<file path="src/rtl/branch_target_buffer.sv">
// Direct-mapped branch target buffer with per-entry direction counters and saturating statistics.
// BTB_HYSTERESIS_EN selects 2-bit saturating counters; otherwise each entry keeps a 1-bit direction.
module branch_target_buffer #(
   parameter int ENTRIES = 16,
   parameter int STAT_W  = 16
) (
   input  logic              CLK,
   input  logic              nRST,
   input  logic [31:0]       fetch_pc,
   output logic              pred_taken,
   output logic [31:0]       pred_target,
   input  logic              upd_en,
   input  logic [31:0]       upd_pc,
   input  logic              upd_taken,
   input  logic [31:0]       upd_target,
   input  logic              upd_is_jump,
   input  logic              upd_pred_taken,
   input  logic [31:0]       upd_pred_target,
   input  logic              flush_all,
   output logic              mispredict,
   output logic [STAT_W-1:0] stat_updates,
   output logic [STAT_W-1:0] stat_mispredicts
);

   localparam int IDX_W = $clog2(ENTRIES);
   localparam int TAG_W = 30 - IDX_W;

   logic              valid_q [ENTRIES];
   logic [TAG_W-1:0]  tag_q   [ENTRIES];
   logic [31:0]       tgt_q   [ENTRIES];
   logic [1:0]        ctr_q   [ENTRIES];

   logic              mispredict_q, mispredict_d;
   logic [STAT_W-1:0] stat_upd_q, stat_upd_d;
   logic [STAT_W-1:0] stat_mis_q, stat_mis_d;

   logic [IDX_W-1:0]  fetch_idx, upd_idx;
   logic [TAG_W-1:0]  fetch_tag, upd_tag;
   logic              fetch_hit, upd_hit, upd_acc, upd_mp;

   logic              ent_we;
   logic [31:0]       ent_tgt_d;
   logic [1:0]        ent_ctr_d;

   logic              unused_pc_bits;
   assign unused_pc_bits = ^{fetch_pc[1:0], upd_pc[1:0]};

   assign fetch_idx = fetch_pc[IDX_W+1:2];
   assign fetch_tag = fetch_pc[31:IDX_W+2];
   assign upd_idx   = upd_pc[IDX_W+1:2];
   assign upd_tag   = upd_pc[31:IDX_W+2];

   assign fetch_hit   = valid_q[fetch_idx] && (tag_q[fetch_idx] == fetch_tag);
   assign pred_taken  = fetch_hit && ctr_q[fetch_idx][1];
   assign pred_target = pred_taken ? tgt_q[fetch_idx] : fetch_pc + 32'd4;

   assign upd_hit = valid_q[upd_idx] && (tag_q[upd_idx] == upd_tag);
   // flush_all wins over a same-cycle update, which is then neither applied nor counted
   assign upd_acc = upd_en && !flush_all;
   assign upd_mp  = (upd_pred_taken != upd_taken) ||
                    (upd_taken && (upd_pred_target != upd_target));

`ifdef BTB_HYSTERESIS_EN
   function automatic logic [1:0] ctr_step(input logic [1:0] c, input logic up);
      if (up)
         return (c == 2'b11) ? c : c + 2'd1;
      else
         return (c == 2'b00) ? c : c - 2'd1;
   endfunction
`endif

   always_comb begin
      ent_we    = 1'b0;
      ent_tgt_d = tgt_q[upd_idx];
      ent_ctr_d = ctr_q[upd_idx];
      if (upd_acc) begin
         if (upd_hit) begin
            ent_we = 1'b1;
            if (upd_is_jump) begin
`ifdef BTB_HYSTERESIS_EN
               ent_ctr_d = 2'b11;
`else
               ent_ctr_d = 2'b10;
`endif
               ent_tgt_d = upd_target;
            end else begin
`ifdef BTB_HYSTERESIS_EN
               ent_ctr_d = ctr_step(ctr_q[upd_idx], upd_taken);
`else
               ent_ctr_d = {upd_taken, 1'b0};
`endif
               if (upd_taken)
                  ent_tgt_d = upd_target;
            end
         end else if (upd_taken) begin
            // allocation replaces whatever alias occupied the slot
            ent_we    = 1'b1;
            ent_tgt_d = upd_target;
`ifdef BTB_HYSTERESIS_EN
            ent_ctr_d = upd_is_jump ? 2'b11 : 2'b10;
`else
            ent_ctr_d = 2'b10;
`endif
         end
      end
   end

   always_ff @(posedge CLK) begin
      if (nRST) begin
         for (int i = 0; i < ENTRIES; i++) begin
            valid_q[i] <= 1'b0;
            tag_q[i]   <= '0;
            tgt_q[i]   <= '0;
            ctr_q[i]   <= 2'b00;
         end
      end else if (flush_all) begin
         for (int i = 0; i < ENTRIES; i++)
            valid_q[i] <= 1'b0;
      end else if (ent_we) begin
         valid_q[upd_idx] <= 1'b1;
         tag_q[upd_idx]   <= upd_tag;
         tgt_q[upd_idx]   <= ent_tgt_d;
         ctr_q[upd_idx]   <= ent_ctr_d;
      end
   end

   always_comb begin
      mispredict_d = upd_acc && upd_mp;
      stat_upd_d   = stat_upd_q;
      stat_mis_d   = stat_mis_q;
      if (upd_acc && (stat_upd_q != '1))
         stat_upd_d = stat_upd_q + STAT_W'(1);
      if (upd_acc && upd_mp && (stat_mis_q != '1))
         stat_mis_d = stat_mis_q + STAT_W'(1);
   end

   always_ff @(posedge CLK) begin
      if (nRST) begin
         mispredict_q <= 1'b0;
         stat_upd_q   <= '0;
         stat_mis_q   <= '0;
      end else begin
         mispredict_q <= mispredict_d;
         stat_upd_q   <= stat_upd_d;
         stat_mis_q   <= stat_mis_d;
      end
   end

   assign mispredict       = mispredict_q;
   assign stat_updates     = stat_upd_q;
   assign stat_mispredicts = stat_mis_q;

endmodule

</file>
<file path="config.mk">
export PLATFORM = sky130hd
export DESIGN_NAME = branch_target_buffer
export DESIGN_NICKNAME = d
export VERILOG_FILES = /design/src/rtl/branch_target_buffer.sv
export SDC_FILE = /design/constraint.sdc
export NUM_CORES = 2
export LEC_CHECK = 0
export CAP_MARGIN = 20
export CORE_ASPECT_RATIO = 0.5
export CORE_MARGIN = 2
export CORE_UTILIZATION = 28
export DETAILED_ROUTE_END_ITERATION = 12
export PLACE_DENSITY = 0.43
export REMOVE_ABC_BUFFERS = 1
export SYNTH_ARGS = -nofsm -noshare
export SYNTH_HDL_FRONTEND = slang
export SYNTH_SLANG_ARGS = --single-unit
</file>
<file path="constraint.sdc">
create_clock -name CLK -period 19.2 [get_ports CLK]
set_clock_uncertainty 0.2 [all_clocks]
set_input_delay 4.8 -clock CLK [delete_from_list [all_inputs] [get_ports CLK]]
set_output_delay 4.8 -clock CLK [all_outputs]
set_load 0.02 [all_outputs]
</file>
==> results.txt <==
The distinct cell type count of the synthesized netlist came out at 71. The top cell type by total area after synthesis is sky130_fd_sc_hd__edfxtp_1. Yosys attributes the largest share of cell area to sky130_fd_sc_hd__edfxtp_1 (52%), sky130_fd_sc_hd__mux4_2 (21%), sky130_fd_sc_hd__nor2_1 (5.1%), sky130_fd_sc_hd__and2_1 (3.4%), sky130_fd_sc_hd__mux2i_1 (2.5%). The average wire per cell in the routed design is 33.2 um. The critical path ends at pred_target[13].

The residual DRC count is 0. The area of the core is 193000 um2. The total of endpoints with negative setup slack in the final report is 0. Internal power comes to 3.93 mW. Dividing the final minimum period by the clock period gives 0.799. The launching element type of the critical path is an input pin. STA classifies the critical path endpoint as a primary output. The post-synthesis cell count is 3827. The startpoint identified for the worst register-to-register timing path is tag_q[9][9]. Setup repair after global routing left no endpoint under its margin. Of all flip-flops after synthesis, the portion carrying an async set or reset was 0. For this design, the CTS-stage hold fixing added 0 buffers. The iteration-0 DRC count of the detailed router is 4078. Summing over every cut layer, the via total after detailed routing is 35.9k. The number of global-route vias before repair came out at 36.4k. The cell row count came out at 114. The final total power is 5.34 mW.

IR analysis of the VDD net gives a maximum drop of 0.0719 mV. The hold violation total from the final report came out at 0. The netlist area before placement came out at 54300 um2. The first-pass GRT wire length is 300000 um.

The final weighted congestion in routability-driven placement came out at 0.831. The sequential-to-total area share from yosys stat came out at 0.540. The proportion of power drawn by the clock network is 0.397. The number of enable-type register cells in the synthesized netlist came out at 944. The y dimension of the die is 315 um. Of the total power, the share spent switching nets is 0.264. The clock input transition at the sequential cells of the worst setup and hold paths is 0.06 ns. The mean post-synth cell area came out at 14.2 um2.

The critical path is of the input pin to primary output type. The detailed-router iteration count before antenna repair came out at 5. The endpoint required time on the critical path came out at 14.20 ns. The setup TNS is 0 ns. The detailed-route vias per instance is 5.47. Measured on the finished design, the core utilization comes to 0.322. The clock tree buffer depth came out at 3. The sink count of the clock tree is 993. The number of top-level design ports came out at 201. For the worst-skew pair, the clock arrives at the later sink with an insertion delay of 0.75 ns.

In this run, synthesis produced a sequential element count of 993. The power dissipated by switching net loads came out at 1.41 mW. The commonest cells after synthesis are sky130_fd_sc_hd__edfxtp_1 (944), sky130_fd_sc_hd__nor2_1 (741), sky130_fd_sc_hd__mux4_2 (498). The initial antenna violation count came out at 6. The number of max-cap violations came out at 0.

Counting I/O delays and the setup requirement, the final critical path takes 15.34 ns. The sequential share of power is 0.469. The layout net count came out at 4004. The most common cell in the synthesized netlist is sky130_fd_sc_hd__edfxtp_1. TritonCTS built the clock tree.

The worst-case headroom to the max-slew limit is 0.205. Tracing the worst setup path back leads to its startpoint at fetch_pc[2]. The share of power burned in combinational logic came out at 0.134. The number of nets with antenna violations after detailed routing is 0. The actual transition at the worst max-transition pin is 1.19 ns. The final worst slack came out at 3.86 ns.

The overall overflow remaining after global route came out at 0. The worst setup slack before clock tree synthesis came out at 3.79 ns. The die is 627 um wide.

On the final layout, the worst hold slack is 0.257 ns. The run finished with clean final reports. The most common flop cell mapped by yosys is sky130_fd_sc_hd__edfxtp_1. Across every metal layer, demand over resource in global routing totals 0.218. Of the cells placed in the final design, the portion with a size suffix greater than 1 is 0.218. The die footprint is 198000 um2. For the worst flop-to-flop path, the logic depth is 11.

The routed wire length is 218000 um. The maximum fanout along the worst path is 73. The number of instances resized during post-cts repair came out at 0. The worst hold path belongs to the class flip-flop to flip-flop.

Clock tree synthesis selected as its root buffer the cell sky130_fd_sc_hd__clkbuf_16. The number of max-slew violations in the final report came to 0. The number of buffers added on ports is 198. For this run, the number of Yosys warnings is 0.

The portion of synthesized cell area occupied by the leading cell type came out at 0.522. The total number of H-tree levels came out at 3. Counting the buffers created by CTS gives 107. The initial utilization of the core area, before any placement, comes to 0.281. The static leakage power is 20.9 nW. The arrival time reported for the critical path endpoint came out at 10.34 ns.

The worst register-to-register path ends at tag_q[7][16]. The largest net degree at the start of global routing came out at 74. The number of buffers inserted to repair setup after CTS came out at 0. The slack of the worst reg-to-reg path came out at 12.56 ns. Detailed placement ended at an HPWL of 122000 um. The area growth from synthesis to layout came out at 14.5%. The maximum clock frequency is 0.0652 GHz.

Power spread over the standard cell area amounts to 85.9 nW/um2.
final cells by class:
class                      instances  area (um2)
multi-input combinational       2447       23300
tap                             2610        3270
clock buffer                     139        3010
clock inverter                    52         447
fill                           19007      131000
sequential                       993       29300
antenna                            1        2.50
timing repair buffer             297        2760
inverter                          20        77.6
sequential cells by signal, summed over array words and instances (netlist names):
name              flops
tgt_q               512
stat_updates         16
ctr_q                16
valid_q              16
stat_mispredicts     16
mispredict            1
tag_q               416
cell families (layout without fill, tap and decap cells):
logic type               Yosys count  in the layout  share of synthesized area
AND/OR/NAND/NOR                 1438           1438                      0.130
flip-flops                       993            993                      0.540
multiplexers                     672            672                      0.240
buffers and inverters            387            508                     0.0343
AO/OA/AOI/OAI                    202            202                     0.0332
XOR/XNOR                         132            132                     0.0213
adder cells (fa/ha/maj)            3              3                   0.000692
other                              0              1                          0
layout by cell type, fill, tap and decap left out, drive strengths merged, types with 4 or more instances in the layout:
cell type	instances
and4	22
nand2b	36
a21oi	38
nand2	84
buf	110
xnor2	58
a22o	8
nor2	743
mux4	498
and2	296
nand3	70
nor3	7
clkinv	42
clkinvlp	4
o21ai	24
mux2i	134
a22oi	30
o22ai	6
bufinv	7
clkdlybuf4s50	187
and3	56
or3	8
xor2	74
nand4	37
inv	19
mux2	40
o211ai	6
a211oi	52
a221oi	10
clkbuf	139
nor2b	25
dfxtp	49
nor4	45
edfxtp	944
routing by layer:
layer  wire, um  GRT usage  part of all wire  up-vias
li1           -          -                 -    14690
met1      90900      0.292              0.42    19437
met2     105000      0.366              0.48     1445
met3      13100     0.0287             0.060      301
met4       8430     0.0754             0.039        0
met5          0          0                 0        -
critical path, cell delays in order:
cell and delay [ns]:
sky130_fd_sc_hd__buf_8 0.43, sky130_fd_sc_hd__buf_12 0.59, sky130_fd_sc_hd__buf_4 0.69, sky130_fd_sc_hd__mux4_2 0.60, sky130_fd_sc_hd__mux4_2 0.48, sky130_fd_sc_hd__xor2_1 0.16, sky130_fd_sc_hd__nor2_1 0.18, sky130_fd_sc_hd__nand4_1 0.18
sky130_fd_sc_hd__nor4_4 0.28, sky130_fd_sc_hd__buf_4 0.62, sky130_fd_sc_hd__mux2_1 0.51, sky130_fd_sc_hd__clkdlybuf4s50_1 0.59
power by group through the flow:
stage,sequential (mW),clock (mW),combinational (mW)
final,2.50,2.12,0.713
after global routing,2.51,2.23,0.743
after CTS,2.50,2.15,0.716
after detailed placement,2.55,0,0.714
after global placement,2.54,0,0.714
after floorplan,2.53,0,0.369
stage by stage:
stage	cells	cell area (um2)
floorplan	3460	52500
global placement	6364	58700
detailed placement	6366	58700
CTS	6557	62100
global route	6559	62200
finish	6559	62200
worst min-delay path by stage:
stage	endpoint	depth (start not counted)	slack, ns	from
final	valid_q[7]	2	0.26	valid_q[7]
after global routing	valid_q[0]	2	0.28	valid_q[0]
after CTS	valid_q[6]	2	0.26	valid_q[6]
after detailed placement	valid_q[6]	2	0.25	valid_q[6]
after global placement	valid_q[7]	2	0.24	valid_q[7]
after floorplan	valid_q[10]	2	0.23	valid_q[10]
Note: power is estimated with default switching activity, not from simulation.
